**src/rtl/pc_pkg.sv**
```systemverilog
// Shared constants, operation encoding and strobe priority decode for pc_stack_counter.
package pc_pkg;

  localparam int PC_WIDTH_DEF = 12;
  localparam int PC_DEPTH_DEF = 4;

  typedef enum logic [2:0] {
    PC_HOLD,
    PC_INC,
    PC_LOAD,
    PC_CALL,
    PC_RET
  } pc_op_e;

  // Fixed priority: ret > call > load > en > hold.
  function automatic pc_op_e pc_decode(input logic en, input logic load,
                                       input logic call, input logic ret);
    if (ret)       return PC_RET;
    else if (call) return PC_CALL;
    else if (load) return PC_LOAD;
    else if (en)   return PC_INC;
    else           return PC_HOLD;
  endfunction

endpackage

```
**src/rtl/ret_stack.sv**
```systemverilog
// Return-address LIFO with occupancy count and sticky overflow/underflow flags.
// Only instantiated by pc_stack_counter when PC_RET_STACK_EN is defined.
module ret_stack #(
  parameter int WIDTH = 12,
  parameter int DEPTH = 4
) (
  input  logic                       clk,
  input  logic                       reset,
  input  logic                       push,
  input  logic                       pop,
  input  logic [WIDTH-1:0]           din,
  output logic [WIDTH-1:0]           dout,
  output logic [$clog2(DEPTH+1)-1:0] sp,
  output logic                       full,
  output logic                       empty,
  output logic                       err_ovf,
  output logic                       err_unf
);

  localparam int SPW  = $clog2(DEPTH + 1);
  localparam int IDXW = (DEPTH > 1) ? $clog2(DEPTH) : 1;

  logic [WIDTH-1:0] mem [DEPTH];
  logic [IDXW-1:0]  wr_idx;
  logic [IDXW-1:0]  top_idx;

  assign full    = (sp == SPW'(DEPTH));
  assign empty   = (sp == '0);
  assign wr_idx  = IDXW'(sp);
  assign top_idx = IDXW'(sp - SPW'(1));
  assign dout    = mem[top_idx];

  always_ff @(posedge clk or posedge reset) begin
    if (reset) begin
      sp      <= '0;
      err_ovf <= 1'b0;
      err_unf <= 1'b0;
    end else if (push) begin
      if (full) err_ovf <= 1'b1;
      else      sp      <= sp + SPW'(1);
    end else if (pop) begin
      if (empty) err_unf <= 1'b1;
      else       sp      <= sp - SPW'(1);
    end
  end

  // Contents are don't-care after reset, so storage carries no reset.
  always_ff @(posedge clk) begin
    if (push && !full) mem[wr_idx] <= din;
  end

endmodule

```
**src/rtl/pc_stack_counter.sv**
```systemverilog
// Program counter with hold/increment/jump/call/return and optional return stack.
// Define PC_RET_STACK_EN to build the stack; otherwise call acts as load and ret holds.
module pc_stack_counter
  import pc_pkg::*;
#(
  parameter int WIDTH = PC_WIDTH_DEF,
  parameter int DEPTH = PC_DEPTH_DEF
) (
  input  logic                       clk,
  input  logic                       reset,
  input  logic                       en,
  input  logic                       load,
  input  logic                       call,
  input  logic                       ret,
  input  logic [WIDTH-1:0]           val,
  output logic [WIDTH-1:0]           q,
  output logic [$clog2(DEPTH+1)-1:0] sp,
  output logic                       full,
  output logic                       empty,
  output logic                       err_ovf,
  output logic                       err_unf
);

  pc_op_e           op;
  logic [WIDTH-1:0] q_nxt;

  assign op = pc_decode(en, load, call, ret);

`ifdef PC_RET_STACK_EN
  logic [WIDTH-1:0] stk_top;

  ret_stack #(
    .WIDTH (WIDTH),
    .DEPTH (DEPTH)
  ) u_ret_stack (
    .clk     (clk),
    .reset   (reset),
    .push    (op == PC_CALL),
    .pop     (op == PC_RET),
    .din     (q + WIDTH'(1)),
    .dout    (stk_top),
    .sp      (sp),
    .full    (full),
    .empty   (empty),
    .err_ovf (err_ovf),
    .err_unf (err_unf)
  );
`else
  assign sp      = '0;
  assign full    = 1'b0;
  assign empty   = 1'b1;
  assign err_ovf = 1'b0;
  assign err_unf = 1'b0;
`endif

  always_comb begin
    q_nxt = q;
    case (op)
      PC_INC:           q_nxt = q + WIDTH'(1);
      PC_LOAD, PC_CALL: q_nxt = val;
`ifdef PC_RET_STACK_EN
      PC_RET:           if (!empty) q_nxt = stk_top;
`endif
      default:          q_nxt = q;
    endcase
  end

  always_ff @(posedge clk or posedge reset) begin
    if (reset) q <= '0;
    else       q <= q_nxt;
  end

endmodule

```
**config.mk**
```make
export PLATFORM = sky130hd
export DESIGN_NAME = pc_stack_counter
export DESIGN_NICKNAME = d
export VERILOG_FILES = /design/src/rtl/pc_pkg.sv /design/src/rtl/ret_stack.sv /design/src/rtl/pc_stack_counter.sv
export SDC_FILE = /design/constraint.sdc
export NUM_CORES = 1
export LEC_CHECK = 0
export CAP_MARGIN = 30
export CORE_MARGIN = 2
export CORE_UTILIZATION = 42
export DETAILED_ROUTE_END_ITERATION = 16
export PLACE_DENSITY = 0.83
export SYNTH_ARGS = -nofsm -noshare
export SYNTH_HDL_FRONTEND = slang
export SYNTH_HIERARCHICAL = 1
export SYNTH_SLANG_ARGS = --single-unit
```
**constraint.sdc**
```tcl
create_clock -name clk -period 3.18 [get_ports clk]
set_clock_uncertainty 0.1 [all_clocks]
set_input_delay 0.636 -clock clk [delete_from_list [all_inputs] [get_ports clk]]
set_output_delay 0.636 -clock clk [all_outputs]
set_load 0.01 [all_outputs]
```
Yosys cells after proc, flatten, opt, wreduce, memory -nomap -nowiden
Index checks and enable logic that the tools add are counted.
Cells by class
  add/sub/neg operators: 1
  eq/ne operators: 3
  mux-type cells: 5
  reduce and logical (&&, ||, !) cells: 2
Operators by type and width (count)
  case mux 12 bit (2 select lines): 1
  adder 12 x 1 -> 12 bit (second input constant): 1
  equality test 3 x 2 -> 1 bit (second input constant): 2
  2-to-1 mux 2 bit: 2
  equality test 3 x 1 -> 1 bit (second input constant): 1
  2-to-1 mux 3 bit: 1
  nonzero test 2 bit: 1
  OR reduction 2 bit: 1
  2-to-1 mux 1 bit: 1
Storage, ports and cells
  flip-flop bits (word level): 12
  bits of input ports: 18
  output and inout bits: 19

Logic depth before layout (Yosys ltp)
Gate-level depths: netlist of run 1.
  depth in word-level cells: 7
  gate-level depth with buffers: 5
  depth with buffers taken out: 5

Worst setup path before layout of run 1
Ideal clock, no wire load.
  path kind: input port to flip-flop
  start: input port ret
  end: register q[11]
  library setup time: 0.125 ns
  data arrival time: 1.491 ns
  data required time: 2.955 ns
  path slack: 1.465 ns
  stages: 4
  path buffers: 0
  cell sequence: nand4b_1 > nor4_2 > xor2_1 > mux2_2
On the way
  word-level cells in the longest chain between the ends: 4
RTL lines
  start: declaration: RTL line pc_stack_counter.sv:14  | input logic ret,
  2-to-1 mux 3 bit (*): RTL line pc_pkg.sv:18  | if (ret) return PC_RET;
  equality test 3 x 2 -> 1 bit: RTL line pc_stack_counter.sv:58  | case (op)
  OR reduction 2 bit: RTL line pc_stack_counter.sv:58
  case mux 12 bit (2 select lines) or nonzero test 2 bit (tied branches)
  end signal: assignment: RTL line pc_stack_counter.sv:70  | else q <= q_nxt;
  end: declaration: RTL line pc_stack_counter.sv:16  | output logic [WIDTH-1:0] q,
Mark *: on every way between the ends. The rest lies on a longest branch, timed or not.
A chain may end at the register's enable or synchronous reset.

Final worst setup path of run 1
  start: input port ret
  end: register q[3]
The elaborated chain is that of the path after synthesis.

==> summary.txt, run 1 <==
Critical path
  – Cells on worst reg2reg path: 5
  – Reg-to-reg endpoint: q[10]$_DFFE_PP0P_
  – Crit path max fanout: 14
  – CP endpoint kind: register
  – Worst Path Required: 3.24 ns
  – R2R Path Start: q[0]$_DFFE_PP0P_
  – Crit Path Class: in -> reg
  – CP startpoint kind: input pin
  – CP max stage delay: 0.70 ns
  – Arrival @ worst endpoint: 2.30 ns
  – Flop2flop setup slack: 1.50 ns
  – Cell breakdown of the critical path: clkdlybuf4s50_1, nor2_1, mux2_2
  – CP max stage cell: nor2_1

Pwr
  – Pwr/cell area: 418 nW/um2
  – Leak: 0.421 nW
  – Worst VDD drop: 0.236 mV

Clock tree
  – Clk Tree Root Cell: clkbuf_4
  – Clock sink count: 12
  – H-Tree Level Count: 1
  – Clk_lat worst skew: 0.27 ns
  – CTS max path bufs: 2
  – Reg clk slew, reported paths: 0.08 ns
  – CTS resizes: 0
  – Postcts setup bufs: 0
  – Hold-fix buffer count after cts: 0
  – CTS tree: built
  – Total CTS buffers: 3

Placement
  – Placed cell count: 136
  – Port Buf Inserts: 29
  – RD Place Congestion: 0.809
  – HPWL Detailed: 1.23 mm

GRT
  – Vias in the first global route: 570
  – Global routing usage on met3: 2.35%
  – Met2 Use GR: 24.4%
  – GRT Util Overall: 15.1%
  – Largest net degree at the start of global routing: 15
  – Initial antenna violation count: 0
  – Met1 usage: 20.6%
  – Busiest grt layer: met2
  – First-pass GRT wire length: 2.37 mm
  – Global route overflow: 0

Floorplan
  – Chip Width: 46.6 um
  – Floorplan core area: 1730 um2
  – # rows: 15
  – Vert. Die Dim: 46.6 um
  – Starting Density: 44.2%
  – Die area: 2170 um2
  – Top-Level Pins: 37

Detailed routing
  – Initial drt markers: 9
  – Post-route ant nets: 0
  – Drt pass-1 iters: 4
  – DRT Wirelength: 1.56 mm
  – Remaining DRCs: 0
  – Vias per cell: 4.76
  – Detailed-route via count: 667
  – Routed wire per std cell: 11.2 um

STA
  – Slew headroom: 45.7%
  – Worst-margin pin slew: 0.811 ns
  – Hold_ws: 0.477 ns
  – RSZ-0062 raised after global routing: no
  – Setup TNS: 0 ns
  – Crit share post-route: 70.2%
  – Fin. Hold Viols: 0
  – Final Max Slew Viols: 0
  – Upper clock frequency limit: 0.448 GHz
  – Minimum clock period: 2.23 ns
  – Setup-failing EPs final: 0

Finish
  – Final net count: 135
  – Max reg flops: 12
  – Ant. Diodes: 0
  – Top flop regs: q x12
  – Share of layout cells above drive strength 1: 9.57%
  – Fin cells: 140
  – Synth-to-Final Area Change: 41.3%
  – Largest Register: q

Job
  – Max Cap Viol: 0

Hold path
  – Hold Crit Start: q[1]$_DFFE_PP0P_
  – Hold Path Depth: 1
  – Hold WC Path Type: reg -> reg
  – Hold Path End: q[1]$_DFFE_PP0P_

Outcome
  – Status: complete, no violations

Logic synthesis
  – Post-Synthesis Cells: 86
  – Syn avg cell area: 8.87 um2
  – Mapped Area: 763 um2
  – FF+latch count, synth: 12
  – Post-synth EDFFs: 0
  – Yosys warns: 6
  – Seq/Total Area, Yosys: 39.3%
  – Post-synthesis async set-or-reset flop share: 100%
  – Synth Flop Type: dfrtp_1
  – Count of cell types in the netlist: 28
worst max-delay path, delay by kind of cell:
| family | cells | cell delay [ns] |
|---|---|---|
| buf+inv | 1 | 0.56 |
| simple gates | 1 | 0.70 |
| mux | 1 | 0.41 |
where the power goes:
group / leakage, nW / switching [mW] / internal [mW]
clock: 0.0210 / 0.0547 / 0.0696
sequential: 0.144 / 0.0245 / 0.172
combinational: 0.256 / 0.0534 / 0.0768
total: 0.421 / 0.133 / 0.318
synth_stat cells, types with 3 or more instances:
library cell / number / area share, %
o21ai_0: 5 / 3.3
buf_4: 7 / 6.9
xnor2_1: 6 / 6.9
inv_1: 3 / 1.5
nor3_1: 4 / 2.6
nand2_1: 10 / 4.9
nor2_1: 7 / 3.4
a21oi_1: 5 / 3.3
dfrtp_1: 12 / 39
area by class of cell:
cell class              instances  area (um2)
multi-input cells              67         409
fillers                       159         648
clock buffers                   4        36.3
flip-flops and latches         12         300
well taps                      25        31.3
inverters                       3        11.3
repair buffers                 29         290
metal layers:
metal  vias up  wire [um]
met5         -          0
met3         2        109
met2        27        750
met4         0         10
li1        342          -
met1       296        693
kinds of logic after synthesis:
| family | count (synthesis) | synth area share [%] |
|---|---|---|
| flip-flops | 12 | 39.3 |
| XOR/XNOR | 8 | 9.18 |
| AO/OA/AOI/OAI | 17 | 14.4 |
| AND/OR/NAND/NOR | 32 | 22.0 |
| adder cells (fa/ha/maj) | 1 | 1.64 |
| other | 2 | 0.984 |
| buffers and inverters | 12 | 9.51 |
| multiplexers | 2 | 2.95 |
cell usage in the layout, fill, tap and decap left out, drive strengths merged:
cell            n
or2             1
nor3b           1
nand3           2
and3            1
nor4            2
o22a            2
a21oi           5
nand2b          1
xor2            2
o21bai          1
conb            7
o21ai           6
nand2          10
nand4b          1
o2bb2ai         2
nor2            7
a2bb2oi         1
mux2            2
nor3            4
xnor2           6
inv             3
clkbuf          4
nand4           2
dfrtp          12
clkdlybuf4s50  29
ha              1
worst max-delay path by stage:
stage	start	end	depth (start not counted)	slack (ns)
after CTS	ret	q[3]$_DFFE_PP0P_	3	0.95
after floorplan	ret	q[11]$_DFFE_PP0P_	4	1.46
final	ret	q[3]$_DFFE_PP0P_	3	0.95
after detailed placement	ret	q[11]$_DFFE_PP0P_	3	0.66
after global placement	ret	q[11]$_DFFE_PP0P_	3	0.69
after global routing	ret	q[3]$_DFFE_PP0P_	3	0.83
per-stage QoR:
stage,worst slack (ns),power [mW],instance area (um2),utilization [%]
after floorplan,1.46,0.263,782,-
after global placement,0.687,0.327,1040,60.4
after detailed placement,0.656,0.329,1040,60.4
after CTS,0.945,0.453,1080,62.5
after global routing,0.829,0.471,1080,62.5
final,0.947,0.451,1080,62.5
No activity file was read; power rests on OpenSTA's default activity.
==> run 2: changes to the inputs <==
Settings changed: CORE_UTILIZATION 42 to 39, PLACE_DENSITY 0.83 to 0.78.
Clock period 3.18 ns to 2.1 ns, I/O delays scaled along.
==> run 2 against run 1 <==
Against the previous run:
- register-to-register slack got worse by 1.1 ns
- design area increased by 3.1%
- non-clock buffer count rose by 6
- critical path type is now reg -> out
- worst hold slack got worse by 0.12 ns
- critical path depth shrank 2
- wire length grew 5.6%
- clock power up 15%
- die area grew 7.0%
==> summary.txt, run 2 (synthesis results as in run 1) <==
Detailed routing
  – Initial drt markers: 16 (was 9)
  – Drt pass-1 iters: 4 (unchanged)
  – Detailed-route via count: 715 (was 667)
  – DRT Wirelength: 1.65 mm (was 1.56 mm)
  – Vias per cell: 4.86 (was 4.76)
  – Post-route ant nets: 0 (unchanged)
  – Remaining DRCs: 0 (unchanged)
  – Routed wire per std cell: 11.2 um (about the same)

Finish
  – FF/Latch Area: 300 um2 (unchanged)
  – Area of the multi-input gates: 409 um2 (unchanged)
  – Share of layout cells above drive strength 1: 13.3% (was 9.57%)
  – Synth-to-Final Area Change: 45.7% (was 41.3%)
  – Final instance area: 1110 um2 (was 1080 um2)
  – Most frequent cells in the layout: clkdlybuf4s50_1 (29), dfrtp_1 (12), nand2_1 (10), nor2_1 (7), conb_1 (7) (unchanged)
  – Most common cell after layout, fill and taps aside: clkdlybuf4s50_1 (unchanged)
  – Ant. Diodes: 0 (unchanged)
  – Fill cells: 183 (was 159)
  – Final net count: 141 (was 135)
  – Top flop regs: q x12 (unchanged)
  – Largest Register: q (unchanged)
  – Max reg flops: 12 (unchanged)

STA
  – Final Max Slew Viols: 0 (unchanged)
  – Crit share post-route: 85.9%
  – Final WS setup: 0.297 ns (was 0.947 ns)
  – Setup TNS: 0 ns (unchanged)
  – Upper clock frequency limit: 0.555 GHz
  – RSZ-0062 raised after global routing: no (unchanged)
  – Setup-failing EPs final: 0 (unchanged)
  – Minimum clock period: 1.80 ns
  – Fin. Hold Viols: 0 (unchanged)

Clock tree
  – Total CTS buffers: 3 (unchanged)
  – Hold-fix buffer count after cts: 0 (unchanged)
  – CTS resizes: 0 (unchanged)
  – Reg clk slew, reported paths: 0.08 ns (about the same)
  – CTS max path bufs: 2 (unchanged)
  – CTS tree: built (unchanged)
  – Postcts setup bufs: 0 (unchanged)
  – Clk Tree Root Cell: clkbuf_4 (unchanged)
  – H-Tree Level Count: 1 (unchanged)
  – Clock sink count: 12 (unchanged)
  – Clk_lat worst skew: 0.27 ns (about the same)

Pwr
  – Worst VDD drop: 0.348 mV (was 0.236 mV)
  – Leak: 0.443 nW (was 0.421 nW)
  – Pwr/cell area: 580 nW/um2 (was 418 nW/um2)

Floorplan
  – Vert. Die Dim: 48.2 um (was 46.6 um)
  – # rows: 16 (was 15)
  – Top-Level Pins: 37 (unchanged)
  – Die area: 2330 um2 (was 2170 um2)
  – Floorplan core area: 1900 um2 (was 1730 um2)
  – Starting Density: 40.1% (was 44.2%)
  – Chip Width: 48.2 um (was 46.6 um)

Job
  – Max Cap Viol: 0 (unchanged)

Critical path
  – Crit path max fanout: 5 (was 14)
  – Flop2flop setup slack: 0.40 ns (was 1.50 ns)
  – R2R Path Start: q[0]$_DFFE_PP0P_ (unchanged)
  – Worst Setup SP: q[0]$_DFFE_PP0P_ (was ret)
  – Cells on worst reg2reg path: 5 (unchanged)
  – Cell breakdown of the critical path: clkdlybuf4s50_1 (was clkdlybuf4s50_1, nor2_1, mux2_2)
  – Buf/Inv on CP: 1 (unchanged)
  – CP endpoint kind: output port (was register)
  – CP delay by family, top: buffers and inverters (was simple AND/OR/NAND/NOR gates)
  – Reg-to-reg endpoint: q[10]$_DFFE_PP0P_ (unchanged)
  – CP startpoint kind: register (was input pin)
  – Crit path depth: 1 (was 3)
  – Arrival @ worst endpoint: 1.28 ns (was 2.30 ns)
  – CP max stage delay: 0.57 ns (was 0.70 ns)
  – Worst Path Required: 1.58 ns (was 3.24 ns)
  – CP max stage cell: clkdlybuf4s50_1 (was nor2_1)
  – Crit Path Class: reg -> out (was in -> reg)

GRT
  – Largest net degree at the start of global routing: 13 (was 15)
  – First-pass GRT wire length: 2.60 mm (was 2.37 mm)
  – Initial antenna violation count: 0 (unchanged)
  – Global route overflow: 0 (unchanged)
  – Vias in the first global route: 634 (was 570)
  – GRT Util Overall: 16.2% (was 15.1%)

Hold path
  – Hold WC Path Type: in -> async (was reg -> reg)

Placement
  – HPWL Detailed: 1.32 mm (was 1.23 mm)
  – Post-place setup slack: 0.0867 ns (was 0.656 ns)
  – RD Place Congestion: 0.760 (was 0.809)
  – Post-place instance area: 1090 um2 (was 1040 um2)
  – Port Buf Inserts: 29 (unchanged)

Outcome
  – Status: complete, no violations (unchanged)
## run 2: cell count changes in the layout (fill, tap and decap cells not counted), sizes merged
cell    delta
buf        +6
clkbuf     -1
## run 2: area by class of cell
type / instances / area share [%]
clock buffer: 3 / 2.02
inverter: 3 / 1.01
multi-input combinational: 67 / 36.8
sequential: 12 / 27.0
tap: 27 / 3.04
timing repair buffer: 35 / 30.1
## run 2: how the worst max path moves through the flow
stage                              to  slack [ns]
floorplan           q[10]$_DFFE_PP0P_        0.57
global placement    q[11]$_DFFE_PP0P_        0.14
detailed placement  q[10]$_DFFE_PP0P_        0.09
CTS                              q[0]        0.29
global route                     q[5]        0.24
finish                           q[0]        0.30
## run 2: worst reg2reg max path, delay by kind of cell (launching register included)
| family | cells | cell delay [ns] |
|---|---|---|
| fa+ha+maj | 1 | 0.20 |
| xor+xnor | 1 | 0.18 |
| simple gates | 2 | 0.60 |
| compound gates | 1 | 0.06 |
| flops | 1 | 0.44 |
## run 2: per-stage QoR
step                util, %  hold slack (ns)  power (mW)  std cells
floorplan                 -            0.185       0.399         91
detailed placement     57.3            0.468       0.508        144
CTS                    58.5            0.380       0.651        147
finish                 58.5            0.353       0.645        147
global route           58.5            0.395       0.683        147
global placement       57.3            0.445       0.505        144
## run 2: where the power goes
part / internal, mW / switching (mW) / leakage, nW
Combinational: 0.124 / 0.0817 / 0.285
Clock: 0.0663 / 0.0757 / 0.0138
Sequential: 0.260 / 0.0371 / 0.144
## run 2: routing by layer
metal  GRT usage (%)  wire length [um]  part of all wire [%]  up-vias
met5               0                 0                     0        -
met4            8.11                24                   1.5        0
met3            2.22                76                   4.6        2
met2            27.6               809                    49       25
met1            19.7               742                    45      334
li1                -                 -                     -      354
==> run 3: changes to the inputs <==
Settings changed: SLEW_MARGIN from default to 30.
==> results of run 3 <==
The final DEF is identical to that of run 2; final timing and power are the same.
